[src/rtl/bpm_pkg.sv]
// Shared types and constants for the BPM UART report path.
package bpm_pkg;

    localparam int BPM_WIDTH  = 8;
    localparam int LINE_BYTES = 9;

    localparam logic [7:0] ASCII_B    = 8'h42;
    localparam logic [7:0] ASCII_P    = 8'h50;
    localparam logic [7:0] ASCII_M    = 8'h4D;
    localparam logic [7:0] ASCII_EQ   = 8'h3D;
    localparam logic [7:0] ASCII_CR   = 8'h0D;
    localparam logic [7:0] ASCII_LF   = 8'h0A;
    localparam logic [7:0] ASCII_ZERO = 8'h30;

    typedef enum logic [2:0] {
        IDLE,
        CONVERT,
        START,
        DATA,
        STOP
    } tx_state_e;

    // Character at position idx of the line "BPM=HTO\r\n".
    function automatic logic [7:0] line_char(input logic [3:0] idx,
                                             input logic [3:0] h,
                                             input logic [3:0] t,
                                             input logic [3:0] o);
        logic [7:0] c;
        case (idx)
            4'd0:    c = ASCII_B;
            4'd1:    c = ASCII_P;
            4'd2:    c = ASCII_M;
            4'd3:    c = ASCII_EQ;
            4'd4:    c = ASCII_ZERO + {4'd0, h};
            4'd5:    c = ASCII_ZERO + {4'd0, t};
            4'd6:    c = ASCII_ZERO + {4'd0, o};
            4'd7:    c = ASCII_CR;
            default: c = ASCII_LF;
        endcase
        return c;
    endfunction

endpackage

[src/rtl/bin2bcd_seq.sv]
// Sequential double-dabble: 8-bit binary to three BCD digits, done 8 cycles after start.
module bin2bcd_seq
    import bpm_pkg::*;
(
    input  logic                 clk,
    input  logic                 rst,
    input  logic                 start,
    input  logic [BPM_WIDTH-1:0] bin,
    output logic                 done,
    output logic [3:0]           hundreds,
    output logic [3:0]           tens,
    output logic [3:0]           ones
);

    logic [19:0] shift_reg;
    logic [3:0]  iter_cnt;
    logic        busy;

    // One shift-and-add-3 iteration over the BCD field in bits [19:8].
    function automatic logic [19:0] dabble_step(input logic [19:0] s);
        logic [19:0] t;
        t = s;
        for (int i = 0; i < 3; i++) begin
            if (t[8+4*i +: 4] >= 4'd5)
                t[8+4*i +: 4] = t[8+4*i +: 4] + 4'd3;
        end
        return {t[18:0], 1'b0};
    endfunction

    // Iteration control and done pulse.
    always_ff @(posedge clk) begin
        if (rst) begin
            busy     <= 1'b0;
            iter_cnt <= 4'd0;
            done     <= 1'b0;
        end else begin
            done <= 1'b0;
            if (start) begin
                busy     <= 1'b1;
                iter_cnt <= 4'd8;
            end else if (busy) begin
                iter_cnt <= iter_cnt - 4'd1;
                if (iter_cnt == 4'd1) begin
                    busy <= 1'b0;
                    done <= 1'b1;
                end
            end
        end
    end

    // Conversion shift register (data only, no reset).
    always_ff @(posedge clk) begin
        if (start)
            shift_reg <= {12'd0, bin};
        else if (busy)
            shift_reg <= dabble_step(shift_reg);
    end

    assign hundreds = shift_reg[19:16];
    assign tens     = shift_reg[15:12];
    assign ones     = shift_reg[11:8];

endmodule

[src/rtl/bpm_report_uart_tx.sv]
// Captures BPM results and transmits "BPM=NNN\r\n" lines over an 8N1 UART.
module bpm_report_uart_tx
    import bpm_pkg::*;
#(
    parameter int CLK_FREQ_HZ  = 10_000_000,
    parameter int BAUD         = 115200,
    parameter int CLKS_PER_BIT = (CLK_FREQ_HZ + BAUD / 2) / BAUD
) (
    input  logic                 clk,
    input  logic                 rst,
    input  logic                 en,
    input  logic [BPM_WIDTH-1:0] bpm_latest,
    input  logic                 bpm_ready_out,
    output logic                 uart_tx,
    output logic                 tx_busy,
    output logic                 overrun
);

    localparam int              CNT_W     = $clog2(CLKS_PER_BIT);
    localparam logic [CNT_W-1:0] BAUD_LAST = CNT_W'(CLKS_PER_BIT - 1);
    localparam logic [3:0]       LAST_BYTE = 4'(LINE_BYTES - 1);

    tx_state_e            state, state_n;
    logic [CNT_W-1:0]     baud_cnt, baud_n;
    logic [2:0]           bit_idx, bit_n;
    logic [3:0]           byte_idx, byte_n;
    logic                 baud_wrap;
    logic                 ready_prev;
    logic                 evt;
    logic [BPM_WIDTH-1:0] cur_val, pend_val;
    logic                 pend_full;
    logic                 cvt_go;
    logic                 bcd_done;
    logic [3:0]           bcd_h, bcd_t, bcd_o;
    logic [3:0]           dig_h, dig_t, dig_o;
    logic [7:0]           char_n;
    logic                 tx_level_n;

    assign evt       = en & bpm_ready_out & ~ready_prev;
    assign baud_wrap = (baud_cnt == BAUD_LAST);

    bin2bcd_seq u_bin2bcd (
        .clk      (clk),
        .rst      (rst),
        .start    (cvt_go),
        .bin      (cur_val),
        .done     (bcd_done),
        .hundreds (bcd_h),
        .tens     (bcd_t),
        .ones     (bcd_o)
    );

    // State register; the line level is registered from next-state so the pin is glitch-free.
    always_ff @(posedge clk) begin
        if (rst) begin
            state    <= IDLE;
            baud_cnt <= '0;
            bit_idx  <= 3'd0;
            byte_idx <= 4'd0;
            uart_tx  <= 1'b1;
            cvt_go   <= 1'b0;
        end else begin
            state    <= state_n;
            baud_cnt <= baud_n;
            bit_idx  <= bit_n;
            byte_idx <= byte_n;
            uart_tx  <= tx_level_n;
            cvt_go   <= (state == IDLE) && (state_n == CONVERT);
        end
    end

    // Next-state logic: conversion wait, then START/DATA/STOP per byte, 9 bytes per line.
    always_comb begin
        state_n = state;
        baud_n  = baud_cnt;
        bit_n   = bit_idx;
        byte_n  = byte_idx;
        case (state)
            IDLE: begin
                baud_n = '0;
                bit_n  = 3'd0;
                byte_n = 4'd0;
                if (evt || pend_full)
                    state_n = CONVERT;
            end
            CONVERT: begin
                baud_n = '0;
                if (bcd_done)
                    state_n = START;
            end
            START: begin
                if (baud_wrap) begin
                    baud_n  = '0;
                    bit_n   = 3'd0;
                    state_n = DATA;
                end else begin
                    baud_n = baud_cnt + CNT_W'(1);
                end
            end
            DATA: begin
                if (baud_wrap) begin
                    baud_n = '0;
                    if (bit_idx == 3'd7)
                        state_n = STOP;
                    else
                        bit_n = bit_idx + 3'd1;
                end else begin
                    baud_n = baud_cnt + CNT_W'(1);
                end
            end
            STOP: begin
                if (baud_wrap) begin
                    baud_n = '0;
                    if (byte_idx == LAST_BYTE) begin
                        state_n = IDLE;
                    end else begin
                        byte_n  = byte_idx + 4'd1;
                        state_n = START;
                    end
                end else begin
                    baud_n = baud_cnt + CNT_W'(1);
                end
            end
            default: state_n = IDLE;
        endcase
    end

    // Outputs: busy outside IDLE, and the line level for the upcoming cycle.
    always_comb begin
        tx_busy    = (state != IDLE);
        char_n     = line_char(byte_n, dig_h, dig_t, dig_o);
        tx_level_n = 1'b1;
        case (state_n)
            START:   tx_level_n = 1'b0;
            DATA:    tx_level_n = char_n[bit_n];
            default: tx_level_n = 1'b1;
        endcase
    end

    // Edge detector, pending-slot occupancy and overrun pulse.
    always_ff @(posedge clk) begin
        if (rst) begin
            ready_prev <= 1'b0;
            pend_full  <= 1'b0;
            overrun    <= 1'b0;
        end else begin
            ready_prev <= bpm_ready_out;
            overrun    <= 1'b0;
            if (state == IDLE) begin
                // Serving the slot empties it unless a new event refills it in the same cycle.
                if (pend_full && !evt)
                    pend_full <= 1'b0;
            end else if (evt) begin
                pend_full <= 1'b1;
                overrun   <= pend_full;
            end
        end
    end

    // Value capture: current line value, pending value and converted digits.
    always_ff @(posedge clk) begin
        if (state == IDLE) begin
            if (pend_full)
                cur_val <= pend_val;
            else if (evt)
                cur_val <= bpm_latest;
            if (pend_full && evt)
                pend_val <= bpm_latest;
        end else if (evt) begin
            pend_val <= bpm_latest;
        end
        if (state == CONVERT && bcd_done) begin
            dig_h <= bcd_h;
            dig_t <= bcd_t;
            dig_o <= bcd_o;
        end
    end

endmodule

[config.mk]
export PLATFORM = sky130hd
export DESIGN_NAME = bpm_report_uart_tx
export DESIGN_NICKNAME = d
export VERILOG_FILES = /design/src/rtl/bpm_pkg.sv /design/src/rtl/bin2bcd_seq.sv /design/src/rtl/bpm_report_uart_tx.sv
export SDC_FILE = /design/constraint.sdc
export NUM_CORES = 1
export LEC_CHECK = 0
export ABC_AREA = 1
export BUFFER_PORTS_ARGS = -buffer_cell sky130_fd_sc_hd__buf_2
export CORE_MARGIN = 2
export CORE_UTILIZATION = 31
export CTS_BUF_LIST = sky130_fd_sc_hd__clkbuf_4 sky130_fd_sc_hd__clkbuf_8 sky130_fd_sc_hd__clkbuf_16
export DETAILED_ROUTE_END_ITERATION = 6
export GPL_ROUTABILITY_DRIVEN = 0
export PLACE_DENSITY = 0.52
export REMOVE_ABC_BUFFERS = 1
export SYNTH_ARGS = -nofsm -noshare
export SYNTH_HDL_FRONTEND = slang
export SYNTH_SLANG_ARGS = --single-unit
[constraint.sdc]
create_clock -name clk -period 5.2 [get_ports clk]
set_input_delay 0.52 -clock clk [delete_from_list [all_inputs] [get_ports clk]]
set_output_delay 0.52 -clock clk [all_outputs]
set_load 0.05 [all_outputs]
==> flow_summary.yaml <==
timing:
  finalClockSkew_ns: 0.00683
  drv_slew: 0
  setup_violations: 0
  slew_headroom_pct: 33.7
  tightest_slew_ns: 0.991
  fin_crit_sh_pct: 43.7
  fmax_mhz: 440
  rsz0062_at_grt: "false"
  hold_viol_final: 0
  finalSetupTns_ns: 0
  min_period_ns: 2.27
power_and_ir_drop:
  max-vdd-ir-drop_mv: 0.151
  p_leak_nw: 1.71
  powerDensity_nw_per_um2: 344
detailed_routing:
  routedWlPerCell_um: 11.5
  dr.pass1.iters: 4
  drt_wl_total_um: 7070
  num_vias: 2843
  antenna_left: 0
  drc: 0
  via_per_inst: 4.64
  drt-initial-drc-count: 110
die:
  die-area_um2: 12700
  die_h_um: 113
  core_um2: 11500
  dieWidth_um: 113
  rows: 39
  start_util_pct: 31.9
  io-pin-count: 15
setup_path:
  end_kind: "flop"
  cpLargestDelayFamily: "compound AO/OA/AOI/OAI gates"
  cp_max_fo: 11
  critPathArrivalTime_ns: 2.54
  max_stage_delay_ns: 0.74
  worstSetupPathType: "reg2reg"
  start_kind: "flop"
  crit_slowest_cell: "a21oi_1"
  cp_num_buf_inv: 2
  crit_required_ns: 5.46
  path_cells: "clkinv_1 > a21oi_1 > inv_1 > o21ai_0 > nor3_1 > nor2_1 > nand2_1 > nand2_1"
  critPathMostFrequentCell: "nand2_1"
layout:
  final_common_cell: "nand2_1"
  layout_common_cells: "113 x nand2_1, 60 x inv_1, 50 x nor2_1"
  nNetsFinal: 490
  fillers: 1159
  insertedDiodeCount: 0
  final_cells: 613
  seq_area_um2: 1880
  drive_gt1_share_pct: 8.72
  final_area_um2: 4150
  largest_register_ffs: 20
  syn_to_final_growth_pct: 13.5
  multi_input_area_um2: 1500
logic_synthesis:
  ys_seq_area_share_pct: 51.5
  synth-edff-count: 36
  synth_top_area_share_pct: 29.6
  synthSimpleGateAreaFrac_pct: 25.7
  synth_compound_area_share_pct: 10.2
  yosysTopAreaCell: "edfxtp_1"
  synth_seq_cells: 76
  synth_area_per_cell_um2: 8.16
  synth_ff_type: "dfxtp_1"
  synthMuxAreaShare_pct: 0
  synth_fa_ha_area_share_pct: 4.45
  synth_top_family_by_area: "simple AND/OR/NAND/NOR gates"
  synth_area_um2: 3660
  synthTopCellsByArea: "edfxtp_1 30%, dfxtp_1 22%, nand2_1 12%, inv_1 6.2%, nor2_1 5.1%"
  synth_xor_area_share_pct: 0.719
  synth_cell_type_count: 34
  synthArstFlopShare_pct: 0
  syn_inst: 448
  yosys_warnings: 0
clock_network:
  cts_made_buffers: 9
  cts_num_sinks: 76
  cts_tree: "yes"
  htreeDepth: 3
  clk-insertion-delay-late_ns: 0.33
  cts_hold_buf: 0
  clockRootBuffer: "clkbuf_16"
  clkTransAtPathRegs_ns: 0.06
  cts_max_path_buffers: 2
  post_cts_buffers: 0
  cts_resized: 0
placed_design:
  dp.cells: 597
  portBuffers: 14
  dp.final_hpwl_um: 5140
  dpl_cell_area_um2: 3870
global_routing:
  grt_use_total_pct: 11.9
  grt_pass1_wl_um: 12200
  antenna_found_initial: 0
  grt-ovfl-total: 0
  grt_max_degree: 22
  grt_pass1_vias: 2698
worst_hold_path:
  hold_path_class: "in2reg"
outcome:
  status: "finished clean"
job:
  max_cap_viol_count: 0
## per-stage QoR
step	setup WS [ns]	hold WS (ns)	util, %	power (mW)
finish	2.93	0.382	36.2	1.43
global placement	2.85	0.439	33.7	0.841
floorplan	3.26	0.422	-	0.805
global route	2.54	0.379	36.2	1.50
CTS	2.87	0.373	36.2	1.44
detailed placement	2.90	0.441	33.7	0.846
## synth_stat cells (all sizes together) (2+ instances only)
cell,count
or2,3
dfxtp,40
edfxtp,36
nand2,117
a21oi,18
o21ai,27
clkbuf,7
nor3,9
nor2,55
nand3,31
xnor2,2
nand4,4
ha,13
a221oi,2
inv,62
o31ai,3
a31oi,2
o22ai,6
## final timing paths
| path | startpoint | end | slack (ns) | cells past startpoint |
|---|---|---|---|---|
| min | bpm_latest[5] | pend_val[5]$_DFFE_PP_ | 0.38 | 1 |
| max reg2reg | pend_full$_SDFFE_PP0P_ | uart_tx$_SDFF_PP1_ | 2.93 | 8 |
| min reg2reg | u_bin2bcd.shift_reg[17]$_SDFFE_PP0P_ | dig_h[1]$_DFFE_PP_ | 0.46 | 0 |
| max | pend_full$_SDFFE_PP0P_ | uart_tx$_SDFF_PP1_ | 2.93 | 8 |
## final cells by class
cell class / count / share of cell area [%]
clock buffer: 9 / 5.43
multi-input combinational: 301 / 36.1
timing repair buffer: 14 / 1.69
clock inverter: 7 / 1.39
sequential: 76 / 45.3
inverter: 63 / 5.70
tap: 143 / 4.31
## logic make-up (layout without fill, tap and decap cells)
| logic type | count (synthesis) | after routing |
|---|---|---|
| and+or+nand+nor | 220 | 220 |
| buffers and inverters | 71 | 93 |
| xor gates and xnor gates | 3 | 3 |
| adders and majority gates | 13 | 13 |
| DFF | 76 | 76 |
| AOI/OAI and AO/OA | 65 | 65 |
## power breakdown
part           leakage, nW  switching (mW)  internal, mW
clock                0.135           0.228         0.364
combinational        0.916          0.0806        0.0498
sequential           0.656          0.0322         0.671
## metal layers
| metal | up-vias | global-route usage (%) | part of all wire [%] |
|---|---|---|---|
| li1 | 1504 | - | - |
| met3 | 7 | 2.11 | 2.7 |
| met2 | 51 | 18.7 | 46 |
| met1 | 1281 | 15.8 | 50 |
| met4 | 0 | 5.69 | 1.5 |
| met5 | - | 0 | 0 |
Power figures use the tool's default switching activity.
